**config.mk**
```make
export PLATFORM = sky130hd
export DESIGN_NAME = pwm_duty_ramp
export DESIGN_NICKNAME = d
export VERILOG_FILES = /design/src/rtl/pwm_duty_ramp.sv
export SDC_FILE = /design/constraint.sdc
export NUM_CORES = 1
export LEC_CHECK = 0
export ABC_AREA = 1
export CORE_MARGIN = 1
export CORE_UTILIZATION = 40
export DETAILED_ROUTE_END_ITERATION = 8
export GPL_TIMING_DRIVEN = 0
export PLACE_DENSITY = 0.69
export SYNTH_ARGS = -nofsm -noshare
export SYNTH_HDL_FRONTEND = slang
export SYNTH_SLANG_ARGS = --single-unit
```
**constraint.sdc**
```tcl
create_clock -name clk -period 4.4 [get_ports clk]
set_clock_uncertainty 0.15 [all_clocks]
set_input_delay 0.66 -clock clk [delete_from_list [all_inputs] [get_ports clk]]
set_output_delay 0.66 -clock clk [all_outputs]
set_load 0.05 [all_outputs]
```
**src/rtl/pwm_duty_ramp.sv**
```systemverilog
// Duty-cycle sequencer for the pwm stage: ramps duty toward a loaded target in
// fixed steps, changing it only on pwm period boundaries.
module pwm_duty_ramp #(
    parameter int unsigned WIDTH            = 17,
    parameter int unsigned PERIOD           = 100000,
    parameter int unsigned STEP             = 1000,
    parameter int unsigned PERIODS_PER_STEP = 1
) (
    input  logic             clk,
    input  logic             rst_n,
    input  logic [WIDTH-1:0] target,
    input  logic             load,
    output logic [WIDTH-1:0] duty,
    output logic             period_tick,
    output logic             busy,
    output logic             done
);

    localparam int unsigned CW = (PERIOD > 1) ? $clog2(PERIOD) : 1;
    localparam int unsigned SW = (PERIODS_PER_STEP > 1) ? $clog2(PERIODS_PER_STEP) : 1;
    localparam logic [CW-1:0]    CNT_LAST  = CW'(PERIOD - 1);
    localparam logic [SW-1:0]    STEP_LAST = SW'(PERIODS_PER_STEP - 1);
    localparam logic [WIDTH-1:0] TGT_MAX   = WIDTH'(PERIOD);
    localparam logic [WIDTH:0]   STEP_W    = (WIDTH + 1)'(STEP);

    typedef enum logic [1:0] {
        IDLE,
        UP,
        DOWN
    } state_t;

    state_t state, state_next;

    logic [CW-1:0]    cnt, cnt_next;
    logic [SW-1:0]    step_cnt, step_next;
    logic [WIDTH-1:0] tgt, tgt_next, tgt_in;
    logic [WIDTH-1:0] duty_next, step_val;
    logic             busy_next, done_next;
    logic [WIDTH:0]   up_sum, down_diff;

    // Period counter; tick is registered so it is high while cnt == PERIOD-1.
    always_comb begin
        cnt_next = (cnt == CNT_LAST) ? '0 : cnt + CW'(1);
    end

    always_ff @(posedge clk or negedge rst_n) begin
        if (!rst_n) begin
            cnt         <= '0;
            period_tick <= 1'b0;
        end else begin
            cnt         <= cnt_next;
            period_tick <= (cnt_next == CNT_LAST);
        end
    end

    // Target clamp and step arithmetic, one bit wider so nothing wraps.
    always_comb begin
        tgt_in    = (target > TGT_MAX) ? TGT_MAX : target;
        up_sum    = {1'b0, duty} + STEP_W;
        down_diff = {1'b0, duty} - {1'b0, tgt};
        step_val  = duty;
        if (state == UP) begin
            step_val = (up_sum >= {1'b0, tgt}) ? tgt : up_sum[WIDTH-1:0];
        end else if (state == DOWN) begin
            step_val = (down_diff <= STEP_W) ? tgt : duty - STEP_W[WIDTH-1:0];
        end
    end

    always_ff @(posedge clk or negedge rst_n) begin
        if (!rst_n) begin
            state <= IDLE;
        end else begin
            state <= state_next;
        end
    end

    // A load takes priority over a coincident period tick: no step that cycle.
    always_comb begin
        state_next = state;
        duty_next  = duty;
        tgt_next   = tgt;
        step_next  = step_cnt;
        busy_next  = busy;
        done_next  = 1'b0;
        if (load) begin
            tgt_next  = tgt_in;
            step_next = '0;
            if (tgt_in > duty) begin
                state_next = UP;
                busy_next  = 1'b1;
            end else if (tgt_in < duty) begin
                state_next = DOWN;
                busy_next  = 1'b1;
            end else begin
                state_next = IDLE;
                busy_next  = 1'b0;
                done_next  = 1'b1;
            end
        end else if (period_tick && (state != IDLE)) begin
            if (step_cnt == STEP_LAST) begin
                step_next = '0;
                duty_next = step_val;
                if (step_val == tgt) begin
                    state_next = IDLE;
                    busy_next  = 1'b0;
                    done_next  = 1'b1;
                end
            end else begin
                step_next = step_cnt + SW'(1);
            end
        end
    end

    always_ff @(posedge clk or negedge rst_n) begin
        if (!rst_n) begin
            duty     <= '0;
            tgt      <= '0;
            step_cnt <= '0;
            busy     <= 1'b0;
            done     <= 1'b0;
        end else begin
            duty     <= duty_next;
            tgt      <= tgt_next;
            step_cnt <= step_next;
            busy     <= busy_next;
            done     <= done_next;
        end
    end

endmodule

```
==> impl_metrics.csv <==
group,metric,value,unit
logic_synthesis,syn_area,6030,um2
timing,layout_min_cycle_time,4040,ps
worst_setup_path,cp_data_required_time,4450,ps
place,io_buffers,38,
timing,fmax,247,MHz
clock_tree,cts_tree,"built",
floorplanning,initial_core_util,41.3,%
clock_tree,clk_pin_slew,80,ps
timing,max_slew.worst_pin.slew,692,ps
clock_tree,clock_path_buffers,2,
global_routing,antenna_found_initial,0,
logic_synthesis,syn_nets,1032,
timing,period_share,91.9,%
finish,fin_cells,1191,
route,post_drt_via_cell_ratio,5.31,
global_routing,gr-total-overflow,0,
clock_tree,root_buffer,"clkbuf_16",
finish,final_common_cell,"nand2_1",
clock_tree,ctsHtreeMaxLevel,2,
floorplanning,rows,44,
floorplanning,die-area,15600,um2
pwr,leakage,3.53,nW
status,outcome,"complete, no violations",
finish,drive_gt1_share,7.35,%
place,dp_cells,1184,
place,place_congestion,0.917,
worst_setup_path,cpPeakStageDelay,390,ps
global_routing,grt_use_total,22.7,%
timing,fin_tns_setup,0,ps
floorplanning,die_x,125,um
finish,nNetsFinal,1077,
min_path,min_path_type,"input pin to async pin",
logic_synthesis,postSynthAreaPerCell,6.27,um2
place,place_area,6650,um2
logic_synthesis,yosys.area_share.simple,41.7,%
route,drt-initial-drc-count,711,
finish,regArea,1400,um2
logic_synthesis,synth_xor_area_share,2.76,%
finish,design_area,6790,um2
floorplanning,io_pins,40,
pwr,vdd_drop_max,0.151,mV
logic_synthesis,yosys.area_share.adder,10.6,%
worst_setup_path,startpoint_type,"flop",
clock_tree,numClockSinks,56,
global_routing,grt_pass1_vias,5846,
finish,antennaDiodeCount,0,
global_routing,grt_max_degree,30,
worst_setup_path,slowest_stage,"dfrtp_1",
worst_setup_path,cp_common_cell,"nand2_1",
route,drc_errors,0,
route,vias,6321,
worst_setup_path,crit_arrival,4090,ps
worst_setup_path,critPathKind,"flop to flop",
timing,setup_viol,0,
timing,maxSlewViolCount,0,
finish,multiInputGateArea,3970,um2
logic_synthesis,muxShareOfSynthArea,0,%
finish,layout_common_cells,"277 x nand2_1, 140 x inv_1, 80 x nor2_1, 80 x nand3_1, 56 x dfrtp_1",
route,wirelength,17400,um
place,dp_hpwl,14200,um
pwr,p_per_area,259,nW/um2
timing,timing.slew.headroom,53.9,%
worst_setup_path,cp_max_fo,10,
floorplanning,dieHeight,125,um
logic_synthesis,synth_top_family_by_area,"simple AND/OR/NAND/NOR gates",
clock_tree,cts_buffers,5,
logic_synthesis,ys_seq_area_share,23.3,%
timing,hold_viol_final,0,
worst_setup_path,cp-end-kind,"flop",
finish,syn_to_final_growth,12.7,%
logic_synthesis,async_reset_ff_share,100,%
logic_synthesis,postSynthCellCount,961,
timing,rsz0062_at_grt,"false",
worst_setup_path,r2r_slack,360,ps
route,first_pass_iters,5,
flow_run,drv_cap,0,
finish,fill_cells,1532,
route,ant_nets,0,
floorplanning,core,14600,um2
logic_synthesis,synth_cell_type_count,41,
logic_synthesis,synth-edff-count,0,
clock_tree,worstSkewPairLatency,300,ps
logic_synthesis,synth_flop_cell,"dfrtp_1",
logic_synthesis,synth_seq_cells,56,
route,post_drt_wl_per_cell,14.6,um
logic_synthesis,synth_compound_area_share,10.7,%
logic_synthesis,yosys_warnings,0,
global_routing,grt_pass1_wl,28800,um
pwr,power.total,1.76,mW
-- worst max-delay path: cells and delay by family, from the launching register on --
| kind | cells | cell delay (ps) |
|---|---|---|
| adders and majority gates | 1 | 330 |
| and+or+nand+nor | 15 | 1770 |
| DFF | 1 | 390 |
| AOI/OAI and AO/OA | 2 | 260 |
| xor gates and xnor gates | 1 | 240 |
| buffers and inverters | 6 | 800 |
-- through the flow --
step	utilization, %	hold WS, ps	worst slack (ps)
2_1_floorplan	-	214	738
3_3_place_gp	45.5	306	-185
3_5_place_dp	45.6	310	-209
4_1_cts	46.6	269	121
5_1_grt	46.6	295	9.29
6_report	46.6	249	357
-- path summary, 6_finish.rpt --
check,from,end,cells past startpoint
worst max register to register,duty[12],state[1],25
worst min-delay path,rst_n,cnt[9],1
min in group clk,cnt[0],cnt[0],1
worst max-delay path,duty[12],state[1],25
worst min register to register,cnt[0],cnt[0],1
max in group asynchronous,rst_n,duty[16],2
-- kinds of logic (layout without fill, tap and decap cells) --
kind of cell / after synthesis / in the layout
buf+inv: 168 / 214
flops: 56 / 56
fa+ha+maj: 51 / 51
simple gates: 549 / 549
compound gates: 118 / 118
xor+xnor: 19 / 19
-- cells in the mapped netlist, drive strengths merged (10+ instances only) --
library cell	instances	area share, %
a21oi	46	3.9
ha	51	11
nor3	19	1.7
nand4	30	3.1
buf	10	1.2
nor4	11	1.1
xor2	19	2.8
nor2	90	6.3
clkbuf	12	0.75
nand3	95	9.1
dfrtp	56	23
nand2	291	19
inv	145	9.0
o21ai	57	4.7
-- state kept, by name (all words and copies together) (netlist names) --
| name | cells |
|---|---|
| busy | 1 |
| cnt | 17 |
| done | 1 |
| duty | 17 |
| period_tick | 1 |
| state | 2 |
| tgt | 17 |
-- final cells by class --
class | count | share of cell area (%)
plain buffers | 21 | 1.64
clock buffers | 6 | 1.90
clock inverters | 2 | 0.203
inverters | 146 | 8.07
multi-input cells | 737 | 58.4
flip-flops and latches | 56 | 20.6
well taps | 184 | 3.39
repair buffers | 39 | 5.82
-- power breakdown --
part	internal, mW	total, mW	switching [mW]
registers	0.541	0.572	0.0310
logic	0.260	0.774	0.514
clock network	0.213	0.413	0.199
-- layer usage --
metal  global-route usage, %  vias to the layer above  share of wire [%]
met2                    37.4                      199                 45
met1                    32.3                     2887                 48
met3                    1.42                       21                5.4
li1                        -                     3214                  -
met4                    5.17                        0                1.5
met5                       0                        -                  0
-- timing repair --
action	in CTS	in global routing
setup buffers	0	0
endpoints found under the setup margin	0	4
hold buffers	0	0
gates resized for setup	0	2
No activity file was read; power rests on OpenSTA's default activity.
